## src/rtl/perf_monitor.sv

```systemverilog
// Performance monitor: NUM_EVT event counters plus a free-running cycle
// counter, with halt/timeout freeze, sticky overflow flags and a registered
// readout mux.
// Build option: define PERF_MONITOR_SAT_EN to make counters saturate at
// all-ones instead of wrapping to zero. Overflow flags behave the same either way.
module perf_monitor #(
    parameter int          NUM_EVT = 4,
    parameter int          CNT_W   = 32,
    parameter int unsigned TIMEOUT = 100000
) (
    input  logic               clk,
    input  logic               rst_n,
    input  logic [NUM_EVT-1:0] evt_i,
    input  logic               halt_i,
    input  logic               clr_i,
    input  logic [3:0]         rd_sel,
    output logic [CNT_W-1:0]   rd_data,
    output logic [1:0]         state_o,
    output logic [NUM_EVT:0]   ovf_o
);

    localparam logic [1:0] ST_COUNT   = 2'b00;
    localparam logic [1:0] ST_HALTED  = 2'b01;
    localparam logic [1:0] ST_TIMEOUT = 2'b10;

    localparam logic [CNT_W-1:0] CNT_ZERO = {CNT_W{1'b0}};
    localparam logic [CNT_W-1:0] CNT_ONE  = {{(CNT_W-1){1'b0}}, 1'b1};
    localparam logic [CNT_W-1:0] CNT_MAX  = {CNT_W{1'b1}};

    // Next value of a counter that is being asked to increment.
    function automatic logic [CNT_W-1:0] cnt_next_f(input logic [CNT_W-1:0] cur_v);
`ifdef PERF_MONITOR_SAT_EN
        if (cur_v == CNT_MAX) begin
            return CNT_MAX;
        end else begin
            return cur_v + CNT_ONE;
        end
`else
        return cur_v + CNT_ONE;
`endif
    endfunction

    logic [NUM_EVT-1:0][CNT_W-1:0] evt_cnt_r;
    logic [NUM_EVT-1:0][CNT_W-1:0] evt_cnt_s;
    logic [CNT_W-1:0]              cyc_cnt_r;
    logic [CNT_W-1:0]              cyc_cnt_s;
    logic [1:0]                    state_r;
    logic [1:0]                    state_s;
    logic [NUM_EVT:0]              ovf_r;
    logic [NUM_EVT:0]              ovf_s;
    logic [CNT_W-1:0]              rd_data_r;
    logic [CNT_W-1:0]              rd_mux_s;

    // Counter, overflow and state update for the coming edge.
    always_comb begin
        evt_cnt_s = evt_cnt_r;
        cyc_cnt_s = cyc_cnt_r;
        ovf_s     = ovf_r;
        state_s   = state_r;
        if (clr_i) begin
            // Clear wins over halt, timeout and events in the same cycle.
            evt_cnt_s = {(NUM_EVT*CNT_W){1'b0}};
            cyc_cnt_s = CNT_ZERO;
            ovf_s     = {(NUM_EVT+1){1'b0}};
            state_s   = ST_COUNT;
        end else if (state_r == ST_COUNT) begin
            cyc_cnt_s      = cnt_next_f(cyc_cnt_r);
            ovf_s[NUM_EVT] = ovf_r[NUM_EVT] | (cyc_cnt_r == CNT_MAX);
            for (int i = 0; i < NUM_EVT; i++) begin
                evt_cnt_s[i] = evt_i[i] ? cnt_next_f(evt_cnt_r[i]) : evt_cnt_r[i];
                ovf_s[i]     = ovf_r[i] | (evt_i[i] & (evt_cnt_r[i] == CNT_MAX));
            end
            // Halt has priority over a timeout reached on the same edge. The
            // compare is done at 32 bits so an out-of-range limit never fires.
            if (halt_i) begin
                state_s = ST_HALTED;
            end else if (32'(cyc_cnt_s) == TIMEOUT) begin
                state_s = ST_TIMEOUT;
            end else begin
                state_s = ST_COUNT;
            end
        end else begin
            // HALTED / TIMEOUT: everything frozen until clear or reset.
            state_s = state_r;
        end
    end

    // Readout mux over the current (pre-update) counter values.
    always_comb begin
        rd_mux_s = CNT_ZERO;
        for (int i = 0; i < NUM_EVT; i++) begin
            rd_mux_s = rd_mux_s | ((rd_sel == 4'(i)) ? evt_cnt_r[i] : CNT_ZERO);
        end
        rd_mux_s = rd_mux_s | ((rd_sel == 4'(NUM_EVT)) ? cyc_cnt_r : CNT_ZERO);
    end

    // State registers with synchronous active-low reset.
    always_ff @(posedge clk) begin
        if (!rst_n) begin
            evt_cnt_r <= {(NUM_EVT*CNT_W){1'b0}};
            cyc_cnt_r <= CNT_ZERO;
            ovf_r     <= {(NUM_EVT+1){1'b0}};
            state_r   <= ST_COUNT;
            rd_data_r <= CNT_ZERO;
        end else begin
            evt_cnt_r <= evt_cnt_s;
            cyc_cnt_r <= cyc_cnt_s;
            ovf_r     <= ovf_s;
            state_r   <= state_s;
            rd_data_r <= rd_mux_s;
        end
    end

    assign rd_data = rd_data_r;
    assign state_o = state_r;
    assign ovf_o   = ovf_r;

endmodule

```

## config.mk

```make
export PLATFORM = sky130hd
export DESIGN_NAME = perf_monitor
export DESIGN_NICKNAME = d
export VERILOG_FILES = /design/src/rtl/perf_monitor.sv
export SDC_FILE = /design/constraint.sdc
export NUM_CORES = 1
export LEC_CHECK = 0
export CAP_MARGIN = 20
export CORE_MARGIN = 3
export CORE_UTILIZATION = 40
export CTS_CLUSTER_SIZE = 28
export DETAILED_ROUTE_END_ITERATION = 10
export PLACE_DENSITY = 0.57
export RECOVER_POWER = 50
export SETUP_SLACK_MARGIN = 0.1
export SLEW_MARGIN = 0
export SYNTH_ARGS = -nofsm -noshare
export SYNTH_HDL_FRONTEND = slang
export SYNTH_SLANG_ARGS = --single-unit
```

## constraint.sdc

```tcl
create_clock -name clk -period 2.9 [get_ports clk]
set_clock_uncertainty 0.2 [all_clocks]
set_input_delay 0.58 -clock clk [delete_from_list [all_inputs] [get_ports clk]]
set_output_delay 0.58 -clock clk [all_outputs]
set_load 0.03 [all_outputs]
```

-- After elaboration in Yosys (flattened, before gate mapping)
Cells that the tools add are included.
- $add $sub $neg: 5
- equal/unequal tests: 10
- mux-type cells: 7
- bitwise gates (word level): 14
- reduce and logical (&&, ||, !) cells: 7
- operator list (operator ; number):
    $add 32x1->32 const B ; 5
    $eq 32x32->1 const B ; 5
    $mux 32 ; 5
    $or 32x32->32 ; 4
    $eq 32x17->1 const B ; 1
    $eq 4x2->1 const B ; 2
    $reduce_and 2->1 ; 4
    $or 1x1->1 ; 5
    $and 1x1->1 ; 4
    $eq 4x1->1 const B ; 1
    $eq 4x3->1 const B ; 1
    $logic_not 4->1 ; 1
    $mux 2 ; 2
    $logic_not 2->1 ; 1
    $reduce_or 2->1 ; 1
    $not 1->1 ; 1
- register bits after elaboration: 199
- input bits: 12
- output and inout bits: 39
- word-level logic and storage cells: 51

-- Depth between registers and ports, before layout
Gate-level depths: netlist of run 1.
- depth in word-level cells: 6
- depth in mapped cells: 9
- gate-level depth less buffers: 8

-- Least setup slack after synthesis of run 1
Ideal clock, no wire load.
- path type: reg-to-reg
- start point: register state_r[1], in the netlist state_o[1]
- end point: register evt_cnt_r[94] (netlist name)
- setup time: 0.128 ns
- arrival time: 2.119 ns
- required time: 2.572 ns
- slack: 0.453 ns
- cell stages (with the launch flop): 10
- path buffers: 2
- clock period less this slack: 2.447 ns
- cells stage by stage: dfxtp_1 buf_2 or3b_1 buf_2 nor3_4 nand4_4 nor3_2 nand3_1 xor2_1 nor2_1
- cells in the longest elaborated chain, start to end: 2
- RTL lines (item ; RTL line ; source):
    start: declaration ; 47 ; logic [1:0] state_r;
    start signal: assignment ; 109 ; state_r <= state_s;
    $logic_not 2->1 ; 66 ; end else if (state_r == ST_COUNT) begin
    $reduce_and 2->1 (no line) ; -- ;
    end signal: assignment ; 100 ; evt_cnt_r <= {(NUM_EVT*CNT_W){1'b0}};
    end signal: assignment ; 106 ; evt_cnt_r <= evt_cnt_s;
    end: declaration ; 43 ; logic [NUM_EVT-1:0][CNT_W-1:0] evt_cnt_r;
Every way passes these cells.
A chain may end at the register's enable or synchronous reset.

-- Worst setup path in the final report of run 1
- start point: register state_r[1], in the netlist state_o[1]
- end point: output state_o[1]
- RTL lines (item ; RTL line ; source):
    end: declaration ; 18 ; output logic [1:0] state_o,
No word-level cell between the ends.

==> impl_metrics.csv, run 1 <==
group,metric,value,unit
sta,timing.final.crit_share,0.907,
critical_path,path_max_fanout,5,
sta,period_minus_slack,2.63,ns
critical_path,crit_slowest_cell,"clkdlybuf4s50_1",
synthesis,synth_edf_count,0,
critical_path,critPathMaxStageDelay,0.66,ns
grt,antenna_found_initial,0,
clock_network,cts_root_buffer,"clkbuf_16",
floorplanning,die_h,158,µm
critical_path,critPathKind,"flop to output port",
routing,ant_nets,0,
final_layout,fin_nets,1126,
synthesis,synth_nets,1076,
grt,grt.overflow.total,0,
routing,post-route-drc-count,0,
critical_path,endpoint_kind,"output port",
final_layout,final_area,10800,µm²
critical_path,cp.arrival,1.85,ns
placed_design,place_area,10300,µm²
synthesis,syn_area_per_cell,8.72,µm²
placed_design,pre_cts_slack,-0.0940,ns
final_layout,drive_gt1_frac,0.0884,
power_and_ir_drop,power_density,478,nW/µm²
clock_network,clk_latency,0.43,ns
grt,grt_pass1_vias,7198,
clock_network,cts_sinks,199,
run_status,outcome,"finished clean",
sta,worst_slack,0.269,ns
synthesis,synthDistinctLibCells,55,
clock_network,path_clk_slew,0.07,ns
grt,grt_max_degree,67,
clock_network,htreeDepth,4,
clock_network,cts_made_buffers,17,
routing,dr.pass1.iters,9,
sta,setup_violations,0,
sta,finalMaxSlewViolations,0,
critical_path,crit_required,2.12,ns
min_path,hp-class,"flop to flop",
routing,wl_per_cell,16.7,µm
routing,via_per_inst,5.46,
synthesis,synth_cells,1059,
floorplanning,coreArea,22200,µm²
routing,initialDrtViolationCount,686,
floorplanning,ios,51,
critical_path,crit_chain,"buf_4 -> clkdlybuf4s50_1",
power_and_ir_drop,vdd_drop_max,0.000344,V
critical_path,crit_buf_inv,2,
sta,rsz0062_at_grt,"false",
sta,hold_viol,0,
final_layout,syn_to_final_growth,17.0,%
final_layout,insertedDiodeCount,0,
routing,via_count,7650,
sta,setup_tns,0,ns
synthesis,ys_ff_latch,199,
floorplanning,die_area,25000,µm²
clock_network,postCtsSetupRepairBufs,0,
synthesis,ys_seq_area_frac,0.431,
sta,relSlewSlack,0.474,
sta,max_freq,380,MHz
floorplanning,fp.dieW,158,µm
clock_network,cts_tree,"done",
synthesis,synth-main-ff-cell,"dfxtp_1",
flow_run,drv_cap,0,
power_and_ir_drop,p_leak,0.00356,µW
placed_design,portBuffers,50,
grt,gr-usage-all-layers,0.192,
routing,wl,23400,µm
grt,grt_pass1_wl,38200,µm
floorplanning,rows,54,
sta,whs,0.271,ns
floorplanning,initial_core_util,0.416,
critical_path,crit_family,"buffers and inverters",
synthesis,async_flop_share,0,
placed_design,dp_hpwl,16600,µm
synthesis,yosysWarnings,0,
synthesis,syn_area,9240,µm²
sta,worst_pin_slew,0.789,ns
power_and_ir_drop,power.total,5170,µW
placed_design,place_congestion,0.806,
clock_network,cts_max_path_buffers,2,
critical_path,critPathLaunchType,"flop",
-- flip-flops by register name, indices dropped and copies added (netlist names) --
register and cells:
evt_cnt_r 128, cyc_cnt_r 32, rd_data 32, ovf_o 5, state_o 2
-- where the power goes --
| part | leakage [µW] | total [µW] | internal, µW | switching (µW) |
|---|---|---|---|---|
| clock network | 0.000257 | 2270 | 1210 | 1060 |
| registers | 0.00160 | 2740 | 2740 | 7.71 |
| logic | 0.00170 | 151 | 50.9 | 99.8 |
-- placed cells by master (no fill, tap or decap), types with 3 or more instances in the layout --
cell type        instances
nor4_1                   6
and4_1                  13
nor4b_1                  3
nor2_1                 179
inv_1                    5
clkinvlp_4               3
xnor2_1                 46
o21ai_0                 21
or3_1                   22
inv_6                    3
ha_1                     5
nand4_1                 47
a222oi_1                32
nor3_4                   3
dfxtp_1                199
a22oi_1                 32
buf_12                   4
nor3_2                   3
and3_1                  36
nand2_1                 73
clkbuf_1                 3
clkbuf_16               17
or2_2                    4
buf_4                   36
nor4_2                   4
a31oi_1                  5
a21oi_1                 25
dlygate4sd3_1           21
clkdlybuf4s50_1         29
nor3_1                   5
a21boi_0                32
xor2_1                 102
nand3_1                 57
-- cells in the mapped netlist (2+ instances only) --
master	count	area, µm²
a21boi_0	32	240
nor3_4	3	48.8
a222oi_1	32	320
a31oi_1	5	31.3
and4_1	13	114
nor3_2	3	30.0
dfxtp_1	199	3980
nor2_1	179	672
a211oi_1	2	15.0
o21ai_0	21	105
nor4_2	2	25.0
xor2_1	102	893
or3_1	22	138
nor4_1	8	50.1
clkbuf_1	52	195
nor3b_1	2	15.0
nor3b_2	2	25.0
xnor2_1	46	403
and2_1	2	12.5
a22oi_1	32	240
nand2b_1	2	12.5
ha_1	5	62.6
inv_1	5	18.8
or2_2	4	25.0
nor2b_1	2	12.5
buf_2	6	30.0
and3_1	36	225
nor4b_1	5	43.8
mux2i_1	2	20.0
nor3_1	5	25.0
nand2_1	73	274
buf_1	5	18.8
nand4_1	47	294
o31ai_1	2	15.0
nand3_1	57	285
a21oi_1	25	125
-- routing by layer --
layer  up-vias  share of wire  track usage
met3        15          0.034       0.0301
met2       145           0.47        0.313
met5         -              0            0
met1      3637           0.49        0.267
met4         0          0.011       0.0455
li1       3853              -            -
-- worst register-to-register path, cell delays in order (launching register included) --
cell,delay [ns]
dfxtp_1,0.50
nand3_2,0.20
nor4_2,0.32
buf_4,0.17
mux2_2,0.31
o21ai_0,0.18
nor4b_1,0.30
o2111ai_1,0.16
o21ai_1,0.15
-- cell families after synthesis --
group / count (synthesis) / share of synthesized area
AOI/OAI and AO/OA: 156 / 0.123
and+or+nand+nor: 479 / 0.266
buffers and inverters: 69 / 0.0293
xor gates and xnor gates: 148 / 0.140
DFF: 199 / 0.431
adders and majority gates: 5 / 0.00677
muxes: 3 / 0.00339
-- per-stage QoR --
| stage | instances | util |
|---|---|---|
| detailed placement | 1370 | 0.464 |
| CTS | 1400 | 0.488 |
| floorplan | 1059 | - |
| finish | 1400 | 0.486 |
| global route | 1400 | 0.486 |
| global placement | 1370 | 0.464 |
-- what timing repair did --
action,4_1_cts,5_1_grt
setup endpoints to repair,0,1
hold buffers,0,0
gates resized for setup,0,2
-- final timing paths --
kind / startpoint / endpoint / slack, ns / cells past startpoint
max: state_o[1] / state_o[1] / 0.27 / 2
min: ovf_o[0] / ovf_o[0] / 0.27 / 2
max reg2reg: cyc_cnt_r[5] / state_o[1] / 0.34 / 8
min reg2reg: ovf_o[0] / ovf_o[0] / 0.27 / 2
-- layout make-up --
| cell class | instances | area (µm²) |
|---|---|---|
| Sequential cell | 199 | 3980 |
| Multi-Input combinational cell | 791 | 5030 |
| Fill cell | 2140 | 11400 |
| Timing Repair Buffer | 95 | 881 |
| Clock buffer | 21 | 450 |
| Tap cell | 280 | 350 |
| Inverter | 5 | 18.8 |
| Clock inverter | 9 | 96.3 |
Note: power is estimated with default switching activity, not from simulation.
==> inputs of run 2 (changes only) <==
Settings changed: PLACE_DENSITY 0.57 to 0.58.
==> run 2 against run 1 <==
Count of clock-buffer cells in the layout is 1 lower. Critical endpoint is now state_o[1]. Die area did not move. Flip-flop and latch count did not move. Clock power decreased by 2%. Non-clock buffer count increased by 3. Sequential power about the same. Cell count rose by 0.29%.
==> impl_metrics.csv, run 2 (synthesis gave the netlist of run 1 again) <==
group,metric,value,unit
sta,hold_viol,0,
routing,ant_nets,0,
clock_network,cts-hold-fix-buffers,0,
routing,initialDrtViolationCount,652,
routing,via_per_inst,5.47,
final_layout,fillers,2156,
final_layout,regMostFlops,"evt_cnt_r",
placed_design,dp_hpwl,16800,µm
flow_run,drv_cap,0,
clock_network,cts_max_path_buffers,2,
power_and_ir_drop,vdd_drop_max,0.000366,V
final_layout,largest_reg_flops,128,
sta,setup_violations,0,
final_layout,insertedDiodeCount,0,
floorplanning,coreArea,22200,µm²
final_layout,mostFrequentLayoutCells,"dfxtp_1, nor2_1, xor2_1",
sta,finalMaxSlewViolations,0,
sta,period_minus_slack,2.65,ns
critical_path,reg2reg_depth,8,
routing,dr.pass1.iters,6,
power_and_ir_drop,power.total,5110,µW
sta,worst_pin_slew,0.700,ns
floorplanning,ios,51,
power_and_ir_drop,power_density,473,nW/µm²
grt,antenna_found_initial,0,
sta,timing.final.crit_share,0.912,
critical_path,path_max_fanout,8,
power_and_ir_drop,clock_power_share,0.434,
routing,via_count,7682,
power_and_ir_drop,swShare,0.228,
power_and_ir_drop,comb_power_share,0.030,
sta,relSlewSlack,0.534,
grt,grt_pass1_wl,38300,µm
floorplanning,die_area,25000,µm²
min_path,min_path_cells,2,
power_and_ir_drop,p_leak,0.00353,µW
sta,rsz0062_at_grt,"false",
final_layout,drive_gt1_frac,0.0925,
floorplanning,die_h,158,µm
run_status,outcome,"finished clean",
critical_path,endpoint_kind,"flop",
grt,gr-usage-all-layers,0.192,
clock_network,path_clk_slew,0.07,ns
clock_network,clk_latency,0.44,ns
grt,grt_max_degree,58,
clock_network,cts_tree,"done",
power_and_ir_drop,p_int,3950,µW
critical_path,cp.arrival,2.81,ns
placed_design,portBuffers,50,
grt,grt.overflow.total,0,
grt,grt_pass1_vias,7217,
floorplanning,fp.dieW,158,µm
critical_path,critPathKind,"flop to flop",
critical_path,crit_required,3.06,ns
final_layout,fin_nets,1129,
sta,max_freq,378,MHz
final_layout,multi_input_area,5020,µm²
clock_network,htreeDepth,4,
final_layout,final_util,0.486,
min_path,hp-class,"flop to flop",
critical_path,critPathLaunchType,"flop",
sta,setup_tns,0,ns
clock_network,cts_root_buffer,"clkbuf_16",
power_and_ir_drop,p_switching,1160,µW
placed_design,place_congestion,0.831,
clock_network,cts_sinks,199,
final_layout,seq_area,3980,µm²
routing,wl_per_cell,16.7,µm
floorplanning,rows,54,
clock_network,cts_made_buffers,17,
floorplanning,initial_core_util,0.416,
final_layout,final_common_cell,"dfxtp_1",
routing,wl,23400,µm
final_layout,syn_to_final_growth,17.1,%
routing,post-route-drc-count,0,
power_and_ir_drop,p_seq_frac,0.537,
-- run 2: changes by cell type in the layout (fill, tap and decap cells not counted), moves of 2 or more --
cell             delta
clkdlybuf4s50_1    +14
clkbuf_8            +2
inv_6               -2
clkinv_2            +4
dlygate4sd3_1      -14
-- run 2: final timing paths --
path | from | endpoint | slack [ns]
worst max register to register | cyc_cnt_r[5] | state_o[1] | 0.25
worst min register to register | ovf_o[1] | ovf_o[1] | 0.27
worst min-delay path | ovf_o[1] | ovf_o[1] | 0.27
worst max-delay path | cyc_cnt_r[5] | state_o[1] | 0.25
-- run 2: layout make-up --
type                       instances  area share
multi-input combinational        791       0.465
sequential                       199       0.368
timing repair buffer              98      0.0826
clock buffer                      20      0.0432
tap                              280      0.0324
clock inverter                    11     0.00706
inverter                           5     0.00174
-- run 2: critical path, cell delays in order, from the launching register on --
cell and delay (ns):
dfxtp_1 0.49, nand3_2 0.20, nor4_1 0.32, buf_4 0.18, mux2_2 0.32, o21ai_0 0.22
nor4b_2 0.30, o2111ai_1 0.15, o21ai_1 0.19
-- run 2: through the flow --
stage               std cells  setup slack, ns  hold WS, ns  cell area, µm²
floorplan                1059            0.453        0.261            9240
global placement         1373           -0.102        0.252           10300
detailed placement       1373           -0.122        0.263           10300
CTS                      1404            0.136        0.280           10900
global route             1404            0.120        0.318           10800
finish                   1404            0.255        0.270           10800
-- run 2: power groups by stage --
stage	clock network (µW)	registers (µW)	logic [µW]
2_1_floorplan	0	2810	84.4
5_1_grt	2390	2750	167
4_1_cts	2280	2750	164
3_3_place_gp	0	2810	163
3_5_place_dp	0	2810	163
6_report	2220	2750	151
-- run 2: timing repair --
item | in CTS | in global routing
endpoints found under the setup margin | 0 | 1
buffers inserted | 0 | 0
gates resized for setup | 0 | 2
endpoints found under the hold margin | 0 | 0
-- run 2: metal layers --
metal | share of wire | GRT usage | up-vias
met3 | 0.037 | 0.0388 | 18
li1 | - | - | 3868
met2 | 0.46 | 0.309 | 130
met4 | 0.012 | 0.0488 | 0
met1 | 0.49 | 0.265 | 3666
met5 | 0 | 0 | -
==> inputs of run 3 (changes only) <==
==> constraint.sdc (replaced) <==
create_clock -name clk -period 2.9 [get_ports clk]
set_clock_uncertainty 0.2 [all_clocks]
set_input_delay 0.435 -clock clk [delete_from_list [all_inputs] [get_ports clk]]
set_output_delay 0.435 -clock clk [all_outputs]
set_load 0.03 [all_outputs]
==> run 3 against run 2 <==
Cell area down 0.22%. Critical path depth fell by 3. Cell count fell by 0.50%. First-iteration DRC count rose by 27%. Combinational power hardly changed. Non-clock buffer count decreased by 8. Critical path type is now primary input to flop. Global-route usage about the same. Via count up 0.30%. Count of clock-buffer cells in the layout shrank 2. Total power increased by 2.0%.
==> impl_metrics.csv, run 3 (synthesis gave the netlist of run 1 again) <==
group,metric,value,unit
final_layout,largest_reg_flops,128,
final_layout,fin_nets,1121,
placed_design,place_area,10300,µm²
final_layout,mostFrequentLayoutCells,"dfxtp_1, nor2_1, xor2_1",
run_status,outcome,"finished clean",
sta,max_freq,374,MHz
clock_network,cts_root_buffer,"clkbuf_16",
final_layout,fillers,2144,
power_and_ir_drop,p_leak,0.00359,µW
floorplanning,die_area,25000,µm²
routing,via_per_inst,5.52,
power_and_ir_drop,power_density,483,nW/µm²
clock_network,postCtsSetupRepairBufs,0,
grt,grt.overflow.total,0,
sta,hold_viol,0,
clock_network,cts_sinks,199,
min_path,hp-class,"flop to flop",
clock_network,htreeDepth,4,
sta,worst_pin_slew,0.911,ns
final_layout,final_common_cell,"dfxtp_1",
critical_path,endpoint_kind,"flop",
critical_path,path_max_fanout,43,
grt,grt_pass1_vias,7172,
critical_path,critPathKind,"primary input to flop",
final_layout,syn_to_final_growth,16.8,%
power_and_ir_drop,vdd_drop_max,0.000389,V
floorplanning,ios,51,
clock_network,cts-resized-gates,0,
final_layout,insertedDiodeCount,0,
flow_run,drv_cap,0,
grt,grt_max_degree,44,
sta,relSlewSlack,0.393,
grt,gr-usage-all-layers,0.192,
floorplanning,rows,54,
clock_network,clk_latency,0.44,ns
final_layout,drive_gt1_frac,0.0859,
critical_path,cp.arrival,2.75,ns
routing,ant_nets,0,
placed_design,place_congestion,0.832,
routing,wl_per_cell,16.7,µm
placed_design,dp_hpwl,16800,µm
final_layout,final_util,0.485,
sta,finalMaxSlewViolations,0,
routing,initialDrtViolationCount,830,
grt,antenna_found_initial,0,
routing,post-route-drc-count,0,
grt,grt_pass1_wl,38300,µm
sta,timing.final.crit_share,0.922,
floorplanning,initial_core_util,0.416,
final_layout,regMostFlops,"evt_cnt_r",
clock_network,cts-hold-fix-buffers,0,
floorplanning,fp.dieW,158,µm
clock_network,path_clk_slew,0.07,ns
clock_network,cts_made_buffers,17,
routing,wl,23400,µm
floorplanning,die_h,158,µm
critical_path,critPathLaunchType,"primary input",
clock_network,cts_max_path_buffers,2,
placed_design,portBuffers,50,
floorplanning,coreArea,22200,µm²
critical_path,crit_required,2.97,ns
sta,rsz0062_at_grt,"false",
clock_network,cts_tree,"done",
routing,via_count,7705,
sta,setup_violations,0,
sta,period_minus_slack,2.68,ns
routing,dr.pass1.iters,9,
final_layout,final_area,10800,µm²
-- run 3: changes by cell type in the layout (fill, tap and decap cells not counted), sizes merged --
cell,before,now
bufinv,0,1
buf,42,36
inv,6,13
clkbuf,26,22
clkinvlp,4,1
dlygate4sd3,7,29
clkinv,6,4
clkdlybuf4s50,43,21
-- run 3: area by class of cell --
class | instances | area (µm²) | area share
Tap cell | 280 | 350 | 0.0325
Sequential cell | 199 | 3980 | 0.369
Timing Repair Buffer | 90 | 852 | 0.0790
Inverter | 5 | 18.8 | 0.00174
Clock buffer | 18 | 429 | 0.0398
Clock inverter | 14 | 136 | 0.0126
Multi-Input combinational cell | 791 | 5020 | 0.465
-- run 3: per-stage QoR --
stage                     setup WS [ns]  total power (µW)  hold WS (ns)  setup TNS, ns  cells
after CTS                         0.259              5290         0.283              0   1397
after global routing             0.0725              5390         0.310              0   1397
after global placement           0.0522              2970         0.252              0   1365
after floorplan                   0.453              2890         0.261              0   1059
final                             0.225              5210         0.265              0   1397
after detailed placement        -0.0336              2970         0.265        -0.0336   1365
-- run 3: critical path, stage by stage --
cell and delay (ns):
clkdlybuf4s50_1 0.50, buf_4 0.29, nand2b_2 0.53, clkbuf_2 0.82, nor2_1 0.16
-- run 3: final timing paths --
path / from / end / slack (ns) / cells after the start
max: rst_n / evt_cnt_r[5] / 0.22 / 5
min: ovf_o[0] / ovf_o[0] / 0.27 / 2
max reg2reg: cyc_cnt_r[5] / state_o[1] / 0.22 / 8
min reg2reg: ovf_o[0] / ovf_o[0] / 0.27 / 2
-- run 3: power by group --
| group | internal (µW) | switching, µW |
|---|---|---|
| Sequential | 2740 | 8.50 |
| Clock | 1210 | 1110 |
| Combinational | 50.2 | 98.5 |
| Total | 4000 | 1220 |
-- run 3: routing by layer --
metal	track usage	vias to the layer above	routed length, µm
met5	0	-	0
met4	0.0324	0	92
met3	0.0407	8	1240
met2	0.313	204	10800
met1	0.268	3636	11200
li1	-	3857	-
